==> config.mk <==
export PLATFORM = sky130hd
export DESIGN_NAME = llc_rst_flush_sweep
export DESIGN_NICKNAME = d
export VERILOG_FILES = /design/src/rtl/llc_rst_flush_sweep_pkg.sv /design/src/rtl/llc_rst_flush_sweep.sv
export SDC_FILE = /design/constraint.sdc
export NUM_CORES = 1
export LEC_CHECK = 0
export CORE_MARGIN = 8
export CORE_UTILIZATION = 44
export DETAILED_ROUTE_END_ITERATION = 7
export MAX_ROUTING_LAYER = met4
export PLACE_DENSITY_LB_ADDON = 0.15
export SYNTH_ARGS = -nofsm -noshare
export SYNTH_HDL_FRONTEND = slang
export SYNTH_SLANG_ARGS = --single-unit
==> constraint.sdc <==
create_clock -name clk -period 1.9 [get_ports clk]
set_input_delay 0.285 -clock clk [delete_from_list [all_inputs] [get_ports clk]]
set_output_delay 0.285 -clock clk [all_outputs]
set_load 0.02 [all_outputs]
==> src/rtl/llc_rst_flush_sweep_pkg.sv <==
// Shared LLC widths, state encodings and the reset/flush sweep FSM states.
package llc_rst_flush_sweep_pkg;

    localparam int LLC_SETS     = 4;
    localparam int LLC_WAYS     = 4;
    localparam int LLC_WAY_BITS = 2;
    localparam int LLC_SET_BITS = 2;
    localparam int LLC_TAG_BITS = 8;

    typedef logic [LLC_SET_BITS-1:0] llc_set_t;
    typedef logic [LLC_WAY_BITS-1:0] llc_way_t;
    typedef logic [LLC_TAG_BITS-1:0] llc_tag_t;

    typedef enum logic [1:0] {
        INVALID   = 2'd0,
        SHARED    = 2'd1,
        EXCLUSIVE = 2'd2,
        MODIFIED  = 2'd3
    } llc_state_t;

    typedef struct packed {
        llc_tag_t tag;
        llc_set_t set;
    } line_addr_t;

    typedef enum logic [3:0] {
        S_IDLE,
        S_RST_WR,
        S_RD_SET,
        S_LATCH,
        S_SCAN,
        S_WB,
        S_INV,
        S_NEXT,
        S_DONE
    } sweep_state_t;

endpackage

==> src/rtl/llc_rst_flush_sweep.sv <==
// Walks every LLC set: zero-write on reset, writeback-dirty + invalidate on flush.
// Latency: reset sweep 2*SETS+1 cycles; clean flush set RD_SET+LATCH+WAYS scans+NEXT.
// Backpressure: WB holds wb_valid/wb_addr until wb_ready; no other stalls.
module llc_rst_flush_sweep
    import llc_rst_flush_sweep_pkg::*;
#(
    parameter int SETS     = LLC_SETS,
    parameter int WAYS     = LLC_WAYS,
    parameter int WAY_BITS = LLC_WAY_BITS
) (
    input  logic       clk,
    input  logic       rst,
    input  logic       rst_state,
    input  logic       rst_stall,
    input  logic       flush_stall,
    input  llc_set_t   rst_flush_stalled_set,
    input  llc_state_t states_buf     [WAYS],
    input  logic       dirty_bits_buf [WAYS],
    input  llc_tag_t   tags_buf       [WAYS],
    output logic       rd_set_en,
    output logic       wr_rst_set,
    output logic       wr_inv_en,
    output llc_way_t   wr_way,
    output logic       wb_valid,
    input  logic       wb_ready,
    output line_addr_t wb_addr,
    output logic       incr_rst_flush_stalled_set,
    output logic       clr_rst_flush_stalled_set,
    output logic       clr_rst_stall,
    output logic       clr_flush_stall,
    output logic       sweep_busy
);

    sweep_state_t        state;
    sweep_state_t        state_nxt;
    logic [WAY_BITS-1:0] way_ptr;
    logic                way_adv;
    logic                mode_flush;
    logic                last_way;
    logic                last_set;

    llc_state_t lat_state [WAYS];
    logic       lat_dirty [WAYS];
    llc_tag_t   lat_tag   [WAYS];

    assign last_way   = (way_ptr == WAY_BITS'(WAYS - 1));
    assign last_set   = (rst_flush_stalled_set == llc_set_t'(SETS - 1));
    assign sweep_busy = (state != S_IDLE);
    assign wr_way     = (state == S_INV) ? llc_way_t'(way_ptr) : '0;

    always_ff @(posedge clk or negedge rst) begin
        if (!rst) begin
            state      <= S_IDLE;
            way_ptr    <= '0;
            mode_flush <= 1'b0;
            wb_valid   <= 1'b0;
            wb_addr    <= '0;
            for (int w = 0; w < WAYS; w++) begin
                lat_state[w] <= INVALID;
                lat_dirty[w] <= 1'b0;
                lat_tag[w]   <= '0;
            end
        end else if (rst_state) begin
            state      <= S_IDLE;
            way_ptr    <= '0;
            mode_flush <= 1'b0;
            wb_valid   <= 1'b0;
            wb_addr    <= '0;
            for (int w = 0; w < WAYS; w++) begin
                lat_state[w] <= INVALID;
                lat_dirty[w] <= 1'b0;
                lat_tag[w]   <= '0;
            end
        end else begin
            state <= state_nxt;
            // Mode is frozen for the whole sweep; reset wins a tie.
            if (state == S_IDLE && state_nxt != S_IDLE) begin
                mode_flush <= !rst_stall;
            end
            if (state == S_LATCH) begin
                for (int w = 0; w < WAYS; w++) begin
                    lat_state[w] <= states_buf[w];
                    lat_dirty[w] <= dirty_bits_buf[w];
                    lat_tag[w]   <= tags_buf[w];
                end
                way_ptr <= '0;
            end else if (way_adv) begin
                way_ptr <= way_ptr + 1'b1;
            end
            if (state == S_SCAN && state_nxt == S_WB) begin
                wb_valid <= 1'b1;
                wb_addr  <= '{tag: lat_tag[way_ptr], set: rst_flush_stalled_set};
            end else if (state == S_WB && wb_ready) begin
                wb_valid <= 1'b0;
            end
        end
    end

    always_comb begin
        state_nxt                  = state;
        way_adv                    = 1'b0;
        rd_set_en                  = 1'b0;
        wr_rst_set                 = 1'b0;
        wr_inv_en                  = 1'b0;
        incr_rst_flush_stalled_set = 1'b0;
        clr_rst_flush_stalled_set  = 1'b0;
        clr_rst_stall              = 1'b0;
        clr_flush_stall            = 1'b0;
        case (state)
            S_IDLE: begin
                if (rst_stall) begin
                    state_nxt = S_RST_WR;
                end else if (flush_stall) begin
                    state_nxt = S_RD_SET;
                end
            end
            S_RST_WR: begin
                wr_rst_set = 1'b1;
                state_nxt  = S_NEXT;
            end
            S_RD_SET: begin
                rd_set_en = 1'b1;
                state_nxt = S_LATCH;
            end
            S_LATCH: begin
                state_nxt = S_SCAN;
            end
            S_SCAN: begin
                if (lat_state[way_ptr] != INVALID) begin
                    state_nxt = lat_dirty[way_ptr] ? S_WB : S_INV;
                end else if (last_way) begin
                    state_nxt = S_NEXT;
                end else begin
                    way_adv = 1'b1;
                end
            end
            S_WB: begin
                if (wb_valid && wb_ready) begin
                    state_nxt = S_INV;
                end
            end
            S_INV: begin
                wr_inv_en = 1'b1;
                if (last_way) begin
                    state_nxt = S_NEXT;
                end else begin
                    way_adv   = 1'b1;
                    state_nxt = S_SCAN;
                end
            end
            S_NEXT: begin
                if (last_set) begin
                    state_nxt = S_DONE;
                end else begin
                    // Register block bumps the set on this edge, ready for the next RST_WR/RD_SET.
                    incr_rst_flush_stalled_set = 1'b1;
                    state_nxt = mode_flush ? S_RD_SET : S_RST_WR;
                end
            end
            S_DONE: begin
                clr_rst_flush_stalled_set = 1'b1;
                clr_rst_stall             = !mode_flush;
                clr_flush_stall           = mode_flush;
                state_nxt                 = S_IDLE;
            end
            default: begin
                state_nxt = S_IDLE;
            end
        endcase
    end

endmodule

* After elaboration in Yosys (flattened, before gate mapping)
Index checks and enable logic that the tools add are counted.
** Operators by class
- Add/sub/neg operators :: 1
- Order comparisons :: 1
- Equality and inequality tests :: 11
- Mux-type cells :: 48
- Bitwise logic cells :: 1
- Reductions and logical operators :: 15
** Operator list (number)
- 32-bit 2-to-1 mux :: 2
- 4-bit 2-to-1 mux :: 9
- 8-bit 2-to-1 mux :: 4
- 4-bit case mux with 8 select lines :: 1
- 4-bit by 3-bit == test with 1-bit output, second input constant :: 5
- 10-bit 2-to-1 mux :: 2
- 2-bit 2-to-1 mux :: 9
- 1-bit 2-to-1 mux :: 17
- 8-bit binary-select mux with 2-bit select :: 1
- 4-bit by 2-bit == test with 1-bit output, second input constant :: 2
- 2-bit nonzero test :: 4
- 4-bit nonzero test :: 2
- 3-bit nonzero test :: 2
- 2-bit binary-select mux with 2-bit select :: 1
- 2-bit == test, second input constant :: 2
- 4-bit by 1-bit == test with 1-bit output, second input constant :: 1
- 4-bit == test, second input constant :: 1
- 1-bit logical AND :: 4
- 4-bit zero test :: 1
- 3-bit >= comparator, second input constant :: 1
- 2-bit inverter with 3-bit output :: 1
- 2-bit by 1-bit adder with 2-bit output, second input constant :: 1
- 1-bit binary-select mux with 2-bit select :: 1
- 1-bit zero test :: 2
- 1-bit case mux with 2 select lines :: 1
** Word-level totals
- Register bits after elaboration :: 62
- Bits of input ports :: 52
- Output and inout port bits :: 21

* Depth between registers and ports, before layout
Gate-level depths: netlist of run 1.
- Depth in word-level cells :: 11
- Depth in mapped cells :: 7
- Gate-level depth less buffers :: 6

* Worst setup path before layout of run 1
OpenSTA, ideal clock, no wires.
- Path type :: flip-flop to output port
- Start :: register state[3]
- End :: output clr_rst_stall
- Data arrival time :: 1.803 ns
- Data required time :: 1.615 ns
- Slack :: -0.188 ns
- Stages on the path, launching flop included :: 5
- Path buffers :: 1
- Cell sequence :: dfrtp_1 buf_2 inv_1 nor4_1 nor2b_1
** Between the ends
- Longest elaborated chain between the ends :: 2
** Ends and longest elaborated chain
- start: declaration :: RTL line llc_rst_flush_sweep.sv:34 : sweep_state_t state;
- start signal: assignment :: RTL line llc_rst_flush_sweep.sv:75 : state <= state_nxt;
- 4-bit == test :: RTL line llc_rst_flush_sweep.sv:109 : case (state)
- 1-bit 2-to-1 mux :: RTL line llc_rst_flush_sweep.sv:109
- end: declaration :: RTL line llc_rst_flush_sweep.sv:29 : output logic clr_rst_stall,
Every way passes these cells.

* Worst setup path after layout of run 1
- Start :: register way_ptr[0]
- End :: register wb_addr[1] in the netlist's numbering
** Between the ends
- Longest elaborated chain between the ends :: 10
** Ends and longest elaborated chain
- start: declaration :: RTL line llc_rst_flush_sweep.sv:36 : logic [WAY_BITS-1:0] way_ptr;
- start signal: assignment :: RTL line llc_rst_flush_sweep.sv:88 : way_ptr <= way_ptr + 1'b1;
- 2-bit inverter with 3-bit output (not written as such) :: RTL line llc_rst_flush_sweep.sv:129, llc_rst_flush_sweep.sv:130
- 1-bit binary-select mux with 2-bit select or 2-bit binary-select mux with 2-bit select (tied branches) :: RTL line llc_rst_flush_sweep.sv:130, llc_rst_flush_sweep.sv:129
- 1-bit 2-to-1 mux (not written as such) or 2-bit 2-to-1 mux (tied branches) (2 in series) :: RTL line llc_rst_flush_sweep.sv:130, llc_rst_flush_sweep.sv:129
- 2-bit 2-to-1 mux or 2-bit nonzero test (tied branches) :: RTL line llc_rst_flush_sweep.sv:130, llc_rst_flush_sweep.sv:129
- 4-bit 2-to-1 mux :: RTL line llc_rst_flush_sweep.sv:129 : if (lat_state[way_ptr] != INVALID) begin
- 4-bit case mux with 8 select lines * :: RTL line llc_rst_flush_sweep.sv:109
- 4-bit by 3-bit == test with 1-bit output * :: RTL line llc_rst_flush_sweep.sv:90 : if (state == S_SCAN && state_nxt == S_WB) begin
- 1-bit logical AND * :: RTL line llc_rst_flush_sweep.sv:90
- 2-bit nonzero test (no source line) *
- end signal: assignment :: RTL line llc_rst_flush_sweep.sv:92 : wb_addr <= '{tag: lat_tag[way_ptr], set: rst_flush_stalled_set};
- end: declaration :: RTL line llc_rst_flush_sweep.sv:26 : output line_addr_t wb_addr,
Every way passes the cells marked *; elsewhere a longest branch is shown, timed or not. The select of a mux whose other input is x is not followed.
A chain may end at the register's enable or synchronous reset.

==> key figures, run 1 <==
Power and ir drop
  – Switching share of power: 0.334
  – P_sw: 1.51 mW
  – Clk pwr share: 0.265
  – Internal Power: 3.01 mW
  – Worst vdd ir: 0.000514 V
  – Flop pwr share: 0.351
  – PD cells: 1040 nW/um^2
  – Leakage power: 1.83 nW
  – Comb pwr share: 0.385

Floorplanning
  – Die W: 98.2 um
  – # IOs: 73
  – Die area: 9650 um^2
  – Core ar.: 6680 um^2
  – Initial cell density of the core: 0.445
  – Row count: 30
  – Die Y: 98.2 um

Global routing
  – Grt total ovfl: 0
  – Largest net degree at the start of global routing: 47
  – Antenna violations before repair: 0
  – Global-route wire length before repair: 12900 um
  – Total GRT Usage: 0.173
  – Vias in the first global route: 2634

Worst hold path
  – Hold wc startpoint: rst_state
  – WHS Path Cells: 3
  – Worst Hold Endpoint: wb_valid$_DFFE_PN0P_
  – Type of the tightest min-delay check: input pin to register

Placement
  – RePlAce Congestion: 0.859
  – DP Wirelength: 5460 um
  – Port bufs: 72

Timing
  – Setup_tns: -0.750 ns
  – Final hold violation count: 0
  – Final clock skew: 0.00528 ns
  – Measured slew at the worst slew-check pin: 0.442 ns
  – Slew HR: 0.698
  – Unrepaired setup endpoints after global routing: true
  – Final period util: 1.05
  – Fmax: 502 MHz
  – Final worst slack: -0.0940 ns
  – Fin crit period: 1.99 ns
  – Hold_ws: 0.278 ns
  – Final setup viols: 12
  – Max Slew Vio Count: 0

Drt
  – Routed WL: 7790 um
  – Vias per cell: 5.26
  – Initial DRT Pass Iterations: 4
  – DR top layer: met4
  – ANT nets after route: 0
  – # DRC: 0
  – DR WL/cell: 15.8 um
  – Routed length on met2: 3670 um
  – WL met3: 400 um
  – Initial DRC count: 133
  – Met1 WL: 3610 um
  – Vias post-DR: 2590

Clock tree
  – CTS clock-pin slew for the worst setup and hold paths: 0.07 ns
  – Htree depth: 3
  – Clock sinks: 62
  – Clock Latency Late Sink: 0.34 ns
  – Worst-case clock buffer depth: 2
  – CTS buffer count: 9
  – Clock Tree Root: clkbuf_8
  – CTS tree: yes

Outcome
  – Status: finished with violations
  – Failing checks: negative setup slack

Synthesis
  – Avg Cell Area, Syn: 9.82 um^2
  – Post-synth EDFFs: 0
  – Flops & latches, synth: 62
  – Primary FF master, synth: dfrtp_1
  – Cell Area, Synth: 2970 um^2
  – Syn Nets: 356
  – Ys async rst share: 1.00
  – Unique cell type count in the Yosys netlist: 37
  – Mapped Cells: 303
  – Seq/Total Area, Yosys: 0.522
  – Ys Warns: 0

Setup path
  – R2R depth: 6
  – Peak fanout along the critical path: 8
  – Worst endpoint data arrival time: 2.23 ns
  – Endpoint class of the critical path: register
  – Worst setup path category: register to register
  – Worst reg2reg setup slack: -0.09 ns
  – Critical register-to-register path startpoint: way_ptr[0]$_DFFE_PN0P_
  – Critical Path RT: 2.13 ns
  – CP startpoint kind: register
  – Reg-to-reg critical path endpoint: wb_addr[1]$_DFFE_PN0P_

Cells and area
  – Final #Nets: 460
  – Ant. Diodes: 0
  – P&R area growth vs syn: 45.9%
  – Share of cells above drive strength 1: 0.238

Job
  – Max-Cap Viols: 0
layer usage:
metal	vias to the layer above	global-route usage
met3	9	0.0491
met1	1250	0.215
met5	-	-
li1	1259	-
met2	72	0.264
met4	0	0.0649
cell type report:
class | count | area, um^2
Tap cell | 80 | 100
Fill cell | 572 | 2340
Sequential cell | 62 | 1560
Clock inverter | 5 | 56.3
Multi-Input combinational cell | 216 | 1410
Inverter | 4 | 15.0
Timing Repair Buffer | 114 | 1050
Clock buffer | 11 | 151
worst max-delay path by stage:
stage	end	from	slack, ns
final	wb_addr[1]$_DFFE_PN0P_	way_ptr[0]$_DFFE_PN0P_	-0.09
after global routing	wb_addr[0]$_DFFE_PN0P_	way_ptr[0]$_DFFE_PN0P_	-0.19
after CTS	clr_rst_stall	state[0]$_DFF_PN0_	-0.04
after detailed placement	wb_addr[1]$_DFFE_PN0P_	way_ptr[1]$_DFFE_PN0P_	-0.24
after global placement	wb_addr[1]$_DFFE_PN0P_	way_ptr[1]$_DFFE_PN0P_	-0.25
after floorplan	wb_addr[0]$_DFFE_PN0P_	way_ptr[0]$_DFFE_PN0P_	0.06
cells in the mapped netlist, types with 2 or more instances:
master | number | area share
nor2_1 | 8 | 0.010
buf_2 | 4 | 0.0067
mux4_2 | 9 | 0.068
mux2i_1 | 3 | 0.010
a21oi_1 | 48 | 0.081
a22o_1 | 11 | 0.032
nand2_1 | 93 | 0.12
inv_1 | 4 | 0.0050
nand2b_1 | 4 | 0.0084
nor3_2 | 2 | 0.0067
nor4b_2 | 2 | 0.010
dfrtp_1 | 62 | 0.52
and2_1 | 4 | 0.0084
nor3_1 | 5 | 0.0084
nor4_1 | 4 | 0.0084
nor4b_1 | 2 | 0.0059
nor2b_1 | 4 | 0.0084
clkbuf_1 | 15 | 0.019
through the flow:
step	setup slack, ns	cells	total power, mW	utilization	area, um^2
6_report	-0.0940	492	4.52	0.649	4340
4_1_cts	-0.0447	487	4.52	0.645	4310
3_5_place_dp	-0.242	467	3.16	0.598	4000
2_1_floorplan	0.0586	303	2.45	-	2980
5_1_grt	-0.185	492	4.77	0.649	4340
3_3_place_gp	-0.247	467	3.14	0.598	4000
flip-flops by register name, summed over array words and instances (netlist names):
register,cells
state,4
way_ptr,2
lat_tag,32
lat_state,8
lat_dirty,4
wb_valid,1
mode_flush,1
wb_addr,10
cells by family (layout without fill, tap and decap cells):
kind of cell | count (synthesis) | in the layout | synth area share
and+or+nand+nor | 134 | 134 | 0.218
AOI/OAI and AO/OA | 68 | 68 | 0.140
DFF | 62 | 62 | 0.522
buffers and inverters | 25 | 134 | 0.0345
muxes | 12 | 12 | 0.0782
adders and majority gates | 1 | 1 | 0.00421
xor gates and xnor gates | 1 | 1 | 0.00295
power by group through the flow:
stage | registers (mW) | clock network [mW] | logic [mW]
6_report | 1.59 | 1.20 | 1.74
4_1_cts | 1.59 | 1.23 | 1.70
5_1_grt | 1.60 | 1.28 | 1.89
2_1_floorplan | 1.57 | 0 | 0.879
3_5_place_dp | 1.60 | 0 | 1.56
3_3_place_gp | 1.59 | 0 | 1.55
repair_timing:
item | CTS | global route
buffers inserted | 4 | 4
resized for setup | 40 | 13
setup endpoints to repair | 21 | 23
hold buffers | 1 | 0
pin swaps | 4 | 12
cloned | 0 | 1
endpoints found under the hold margin | 8 | 0
placed cells by master (no fill, tap or decap), drive strengths merged, types with 3 or more instances in the layout:
| cell | synthesis | routed |
|---|---|---|
| nor4b | 4 | 4 |
| nor2b | 4 | 4 |
| nand2b | 4 | 4 |
| a22o | 11 | 11 |
| clkbuf | 15 | 14 |
| clkdlybuf4s15 | 0 | 3 |
| clkdlybuf4s50 | 0 | 60 |
| a21oi | 48 | 48 |
| mux4 | 9 | 9 |
| mux2i | 3 | 3 |
| nor4 | 5 | 5 |
| and2 | 4 | 4 |
| inv | 4 | 5 |
| buf | 6 | 46 |
| nor3 | 7 | 7 |
| dfrtp | 62 | 62 |
| nand2 | 93 | 93 |
| nor2 | 8 | 8 |
critical path, cell delays in order (launching register included):
cell and delay, ns:
dfrtp_2 0.46, nor4bb_4 0.18, nor4_4 0.42, mux2i_2 0.35
a211oi_4 0.12, buf_6 0.16, a22o_1 0.19
No activity file was read; power rests on OpenSTA's default activity.
==> run 2: changes to the inputs <==
CTS_CLUSTER_DIAMETER = 120   (was default)
TNS_END_PERCENT = 100   (was default)
==> results of run 2 <==
No change in the layout: final DEF, timing and power equal those of run 1.
==> run 3: changes to the inputs <==
GPL_TIMING_DRIVEN = 0   (was default)
==> key figures, run 3 (same netlist as run 1, synthesis figures left out) <==
Timing
  – Final setup viols: 10 (was 12)
  – Final clock skew: 0.00515 ns (was 0.00528 ns)
  – Hold_ws: 0.0170 ns (was 0.278 ns)
  – Unrepaired setup endpoints after global routing: true (unchanged)
  – Final period util: 1.03 (was 1.05)
  – Final worst slack: -0.0659 ns (was -0.0940 ns)
  – Final hold violation count: 0 (unchanged)
  – Fin crit period: 1.97 ns (was 1.99 ns)
  – Slew HR: 0.488 (was 0.698)
  – Measured slew at the worst slew-check pin: 0.768 ns (was 0.442 ns)
  – Setup_tns: -0.459 ns (was -0.750 ns)
  – Max Slew Vio Count: 0 (unchanged)
  – Fmax: 509 MHz (was 502 MHz)

Setup path
  – Worst endpoint data arrival time: 2.19 ns (was 2.23 ns)
  – CP max-delay cell: dfrtp_2 (unchanged)
  – Worst setup path category: register to register (unchanged)
  – Worst path top cell family by delay: simple AND/OR/NAND/NOR gates (unchanged)
  – CP startpoint kind: register (unchanged)
  – Worst reg2reg setup slack: -0.07 ns (was -0.09 ns)
  – Peak fanout along the critical path: 7 (was 8)
  – Critical Path, Cell by Cell: nor4bb_4 -> nor4_4 -> mux2i_1 -> a211oi_2 -> buf_4 -> a22o_1 (was nor4bb_4 -> nor4_4 -> mux2i_2 -> a211oi_4 -> buf_6 -> a22o_1)
  – CP peak stage delay: 0.47 ns (was 0.46 ns)
  – Critical Path RT: 2.13 ns (about the same)
  – Endpoint class of the critical path: register (unchanged)
  – Bufs and invs on worst path: 1 (unchanged)

Placement
  – Port bufs: 71 (was 72)
  – Pre-CTS WS: -0.426 ns (was -0.242 ns)
  – Post-DP Area: 3790 um^2 (was 4000 um^2)
  – RePlAce Congestion: 0.853 (was 0.859)
  – DP Wirelength: 5570 um (was 5460 um)

Global routing
  – Total GRT Usage: 0.171 (was 0.173)
  – Largest net degree at the start of global routing: 63 (was 47)
  – Grt total ovfl: 0 (unchanged)
  – Antenna violations before repair: 0 (unchanged)
  – Global-route wire length before repair: 12800 um (was 12900 um)
  – Vias in the first global route: 2567 (was 2634)

Job
  – Max-Cap Viols: 0 (unchanged)

Cells and area
  – Top reg by flops: lat_tag (unchanged)
  – Cell area after layout: 4160 um^2 (was 4340 um^2)
  – Largest regs: lat_tag x32, wb_addr x10, lat_state x8 (unchanged)
  – Share of cells above drive strength 1: 0.207 (was 0.238)
  – Highest-count cells in the layout ignoring fill and taps: nand2_1 (93), clkdlybuf4s50_1 (60), dfrtp_1 (59) (was nand2_1 (93), clkdlybuf4s50_1 (60), dfrtp_1 (57))
  – Number of flip-flops in the largest register: 32 (unchanged)
  – Multi-input logic area: 1460 um^2 (was 1410 um^2)
  – Fillers: 583 (was 572)
  – Commonest non-fill, non-tap cell in the layout: nand2_1 (unchanged)
  – Ant. Diodes: 0 (unchanged)
  – FF+latch area: 1560 um^2 (about the same)
  – Final #Nets: 445 (was 460)
  – P&R area growth vs syn: 40.0% (was 45.9%)

Floorplanning
  – # IOs: 73 (unchanged)
  – Row count: 30 (unchanged)
  – Initial cell density of the core: 0.445 (unchanged)
  – Die Y: 98.2 um (unchanged)
  – Core ar.: 6680 um^2 (unchanged)
  – Die area: 9650 um^2 (unchanged)
  – Die W: 98.2 um (unchanged)

Outcome
  – Status: finished with violations (unchanged)
  – Failing checks: negative setup slack (unchanged)

Drt
  – # DRC: 0 (unchanged)
  – Initial DRT Pass Iterations: 4 (unchanged)
  – Vias post-DR: 2549 (was 2590)
  – Routed WL: 7900 um (was 7790 um)
  – Initial DRC count: 133 (unchanged)
  – Vias per cell: 5.34 (was 5.26)
  – ANT nets after route: 0 (unchanged)
  – DR WL/cell: 16.6 um (was 15.8 um)

Power and ir drop
  – Worst vdd ir: 0.000361 V (was 0.000514 V)
  – Power consumption: 4.16 mW (was 4.52 mW)
  – PD cells: 1000 nW/um^2 (was 1040 nW/um^2)
  – Leakage power: 1.71 nW (was 1.83 nW)

Clock tree
  – Clock sinks: 62 (unchanged)
  – Htree depth: 3 (unchanged)
  – CTS buffer count: 9 (unchanged)
  – Clock Latency Late Sink: 0.33 ns (was 0.34 ns)
  – Clock Tree Root: clkbuf_8 (unchanged)
  – CTS Hold Bufs: 0 (was 1)
  – Worst-case clock buffer depth: 2 (unchanged)
  – CTS clock-pin slew for the worst setup and hold paths: 0.07 ns (about the same)
  – CTS tree: yes (unchanged)

Worst hold path
  – Type of the tightest min-delay check: input pin to async pin (was input pin to register)
==> run 3: final cells by class <==
class,count,area share
flip-flops and latches,62,0.374
multi-input cells,216,0.351
repair buffers,78,0.179
clock buffers,10,0.0307
plain buffers,21,0.0292
well taps,80,0.0240
clock inverters,6,0.00902
inverters,4,0.00361
==> run 3: worst register-to-register path, stage by stage (launching register included) <==
cell and delay, ns:
dfrtp_2 0.47, nor4bb_4 0.18, nor4_4 0.39, mux2i_1 0.34
a211oi_2 0.10, buf_4 0.18, a22o_1 0.20
==> run 3: repair_timing <==
item,CTS,global route
setup endpoints to repair,61,63
setup buffers,1,5
gates resized for setup,50,43
pin swaps,2,15
gates cloned,0,1
==> run 3: metal layers <==
layer | GRT usage | vias up | share of wire | wire length, um
met1 | 0.221 | 1241 | 0.45 | 3580
met5 | - | - | 0 | 0
li1 | - | 1230 | - | -
met3 | 0.0377 | 11 | 0.052 | 409
met2 | 0.256 | 67 | 0.48 | 3790
met4 | 0.0673 | 0 | 0.015 | 115
==> run 3: report_power, final <==
part / internal, mW / leakage [nW] / switching [mW]
Combinational: 0.741 / 0.768 / 0.849
Sequential: 1.46 / 0.855 / 0.143
Clock: 0.470 / 0.0902 / 0.501
==> run 3: stage by stage <==
stage,utilization,std cells
global placement,0.567,454
detailed placement,0.567,454
finish,0.623,477
CTS,0.605,471
floorplan,-,303
global route,0.623,477
==> run 3: path summary, 6_finish.rpt <==
| kind | cells past startpoint | start | to |
|---|---|---|---|
| min reg2reg | 1 | wb_addr[5]$_DFFE_PN0P_ | wb_addr[5]$_DFFE_PN0P_ |
| min in group clk | 2 | rst_state | state[2]$_DFF_PN0_ |
| max reg2reg | 6 | way_ptr[0]$_DFFE_PN0P_ | wb_addr[8]$_DFFE_PN0P_ |
| max in group asynchronous | 1 | rst | way_ptr[1]$_DFFE_PN0P_ |
| min | 1 | rst | state[3]$_DFF_PN0_ |
| max | 6 | way_ptr[0]$_DFFE_PN0P_ | wb_addr[8]$_DFFE_PN0P_ |
==> RTL change (flow settings as in run 2) <==
Change the package constant `LLC_WAYS` from 4 to 2.
--- a/src/rtl/llc_rst_flush_sweep_pkg.sv
+++ b/src/rtl/llc_rst_flush_sweep_pkg.sv
@@ -4,3 +4,3 @@
     localparam int LLC_SETS     = 4;
-    localparam int LLC_WAYS     = 4;
+    localparam int LLC_WAYS     = 2;
     localparam int LLC_WAY_BITS = 2;
Ports: changed (resized dirty_bits_buf, states_buf and tags_buf); port bits go from 73 to 51. No check against the original RTL was run, so the function may have changed too.
==> RTL change against run 2 <==
- via count down 31%
- die area down 29%
- worst setup slack better by 0.17 ns
- cell area down 35%
- core utilization about the same
- wire length down 35%
- sequential share of layout area down 0.18 points
- total power down 39%
- area after synthesis down 34%
- sequential cell count down 22
==> RTL change: results <==
group,metric,value,unit
setup_path,crit_family,"flip-flops",
routing,top_layer_used,"met4",
routing,viasPerCell,5.23,
clock_tree,post_cts_resized,20,
setup_path,reg2reg_from,"state[3]",
placement,post-place-ws,-0.0654,ns
status,outcome,"completed",
pwr,p_sw_share,36.2,%
grt,globalRouteMet3Util,4.87,%
logic_synthesis,synth_nets,245,
pwr,p_clk_share,19.7,%
final_layout,reg_top3,"lat_tag: 16 flops, wb_addr: 10 flops",
logic_synthesis,synth.distinct_cells,38,
grt,grt_pass1_wl,8130,um
grt,grtUsageMet2,21.9,%
routing,dr_wl_met3,297,um
setup_path,r2r_slack,0.12,ns
logic_synthesis,synthArstFlopShare,100,%
setup_path,cp-endpoint,"clr_rst_stall",
timing,relSlewSlack,67.2,%
timing,fin_skew,0.00662,ns
final_layout,nFillCells,379,
clock_tree,cts_made_buffers,5,
routing,met1Wirelength,2440,um
logic_synthesis,ys_seq_area_share,51.1,%
worst_hold_path,min_path_type,"primary input to asynchronous set/reset pin",
grt,grt_pass1_vias,1744,
timing,setup_slack,0.0791,ns
placement,post-dp-hpwl,3620,um
setup_path,cp.arrival,1.54,ns
pwr,ir_drop,0.510,mV
final_layout,finalNetCount,319,
placement,port_buffers,50,
clock_tree,post_cts_buffers,0,
pwr,power.leakage,1.17,nW
routing,first_pass_iters,4,
clock_tree,h-tree-depth,2,
routing,met2WireLength,2290,um
final_layout,drive_above_1_share,21.9,%
logic_synthesis,ys_top_cells_by_area,"dfrtp_1, nand2_1, a21oi_1",
grt,track_usage,15.9,%
grt,met1_usage,21.7,%
logic_synthesis,synth.top_cells.by_count,"nand2_1, dfrtp_1, a21oi_1, nor2_1, clkbuf_1",
grt,grt_start_max_net_pins,41,
-- RTL change: cell families (layout without fill, tap and decap cells) --
group                      count (synthesis)  count (layout)  synth area share (%)
and+or+nand+nor                           95              95                  22.7
AOI/OAI and AO/OA                         46              46                  14.8
DFF                                       40              40                  51.1
buffers and inverters                     19              93                  4.21
muxes                                     12              12                  6.19
adders and majority gates                  1               1                 0.638
xor gates and xnor gates                   1               1                 0.447
-- RTL change: area by class of cell --
cell class / count / area share, %
sequential: 40 / 35.7
clock inverter: 2 / 0.445
timing repair buffer: 83 / 25.4
clock buffer: 5 / 2.45
tap: 52 / 2.32
multi-input combinational: 155 / 33.2
inverter: 3 / 0.401
-- RTL change: per-stage QoR --
step	area (um^2)	instances	hold slack [ns]	power [mW]
floorplan	1970	214	-0.0106	1.62
global placement	2700	330	0.371	2.16
detailed placement	2700	330	0.372	2.17
CTS	2790	337	0.0457	2.70
global route	2810	340	0.0709	2.95
finish	2810	340	0.0234	2.77
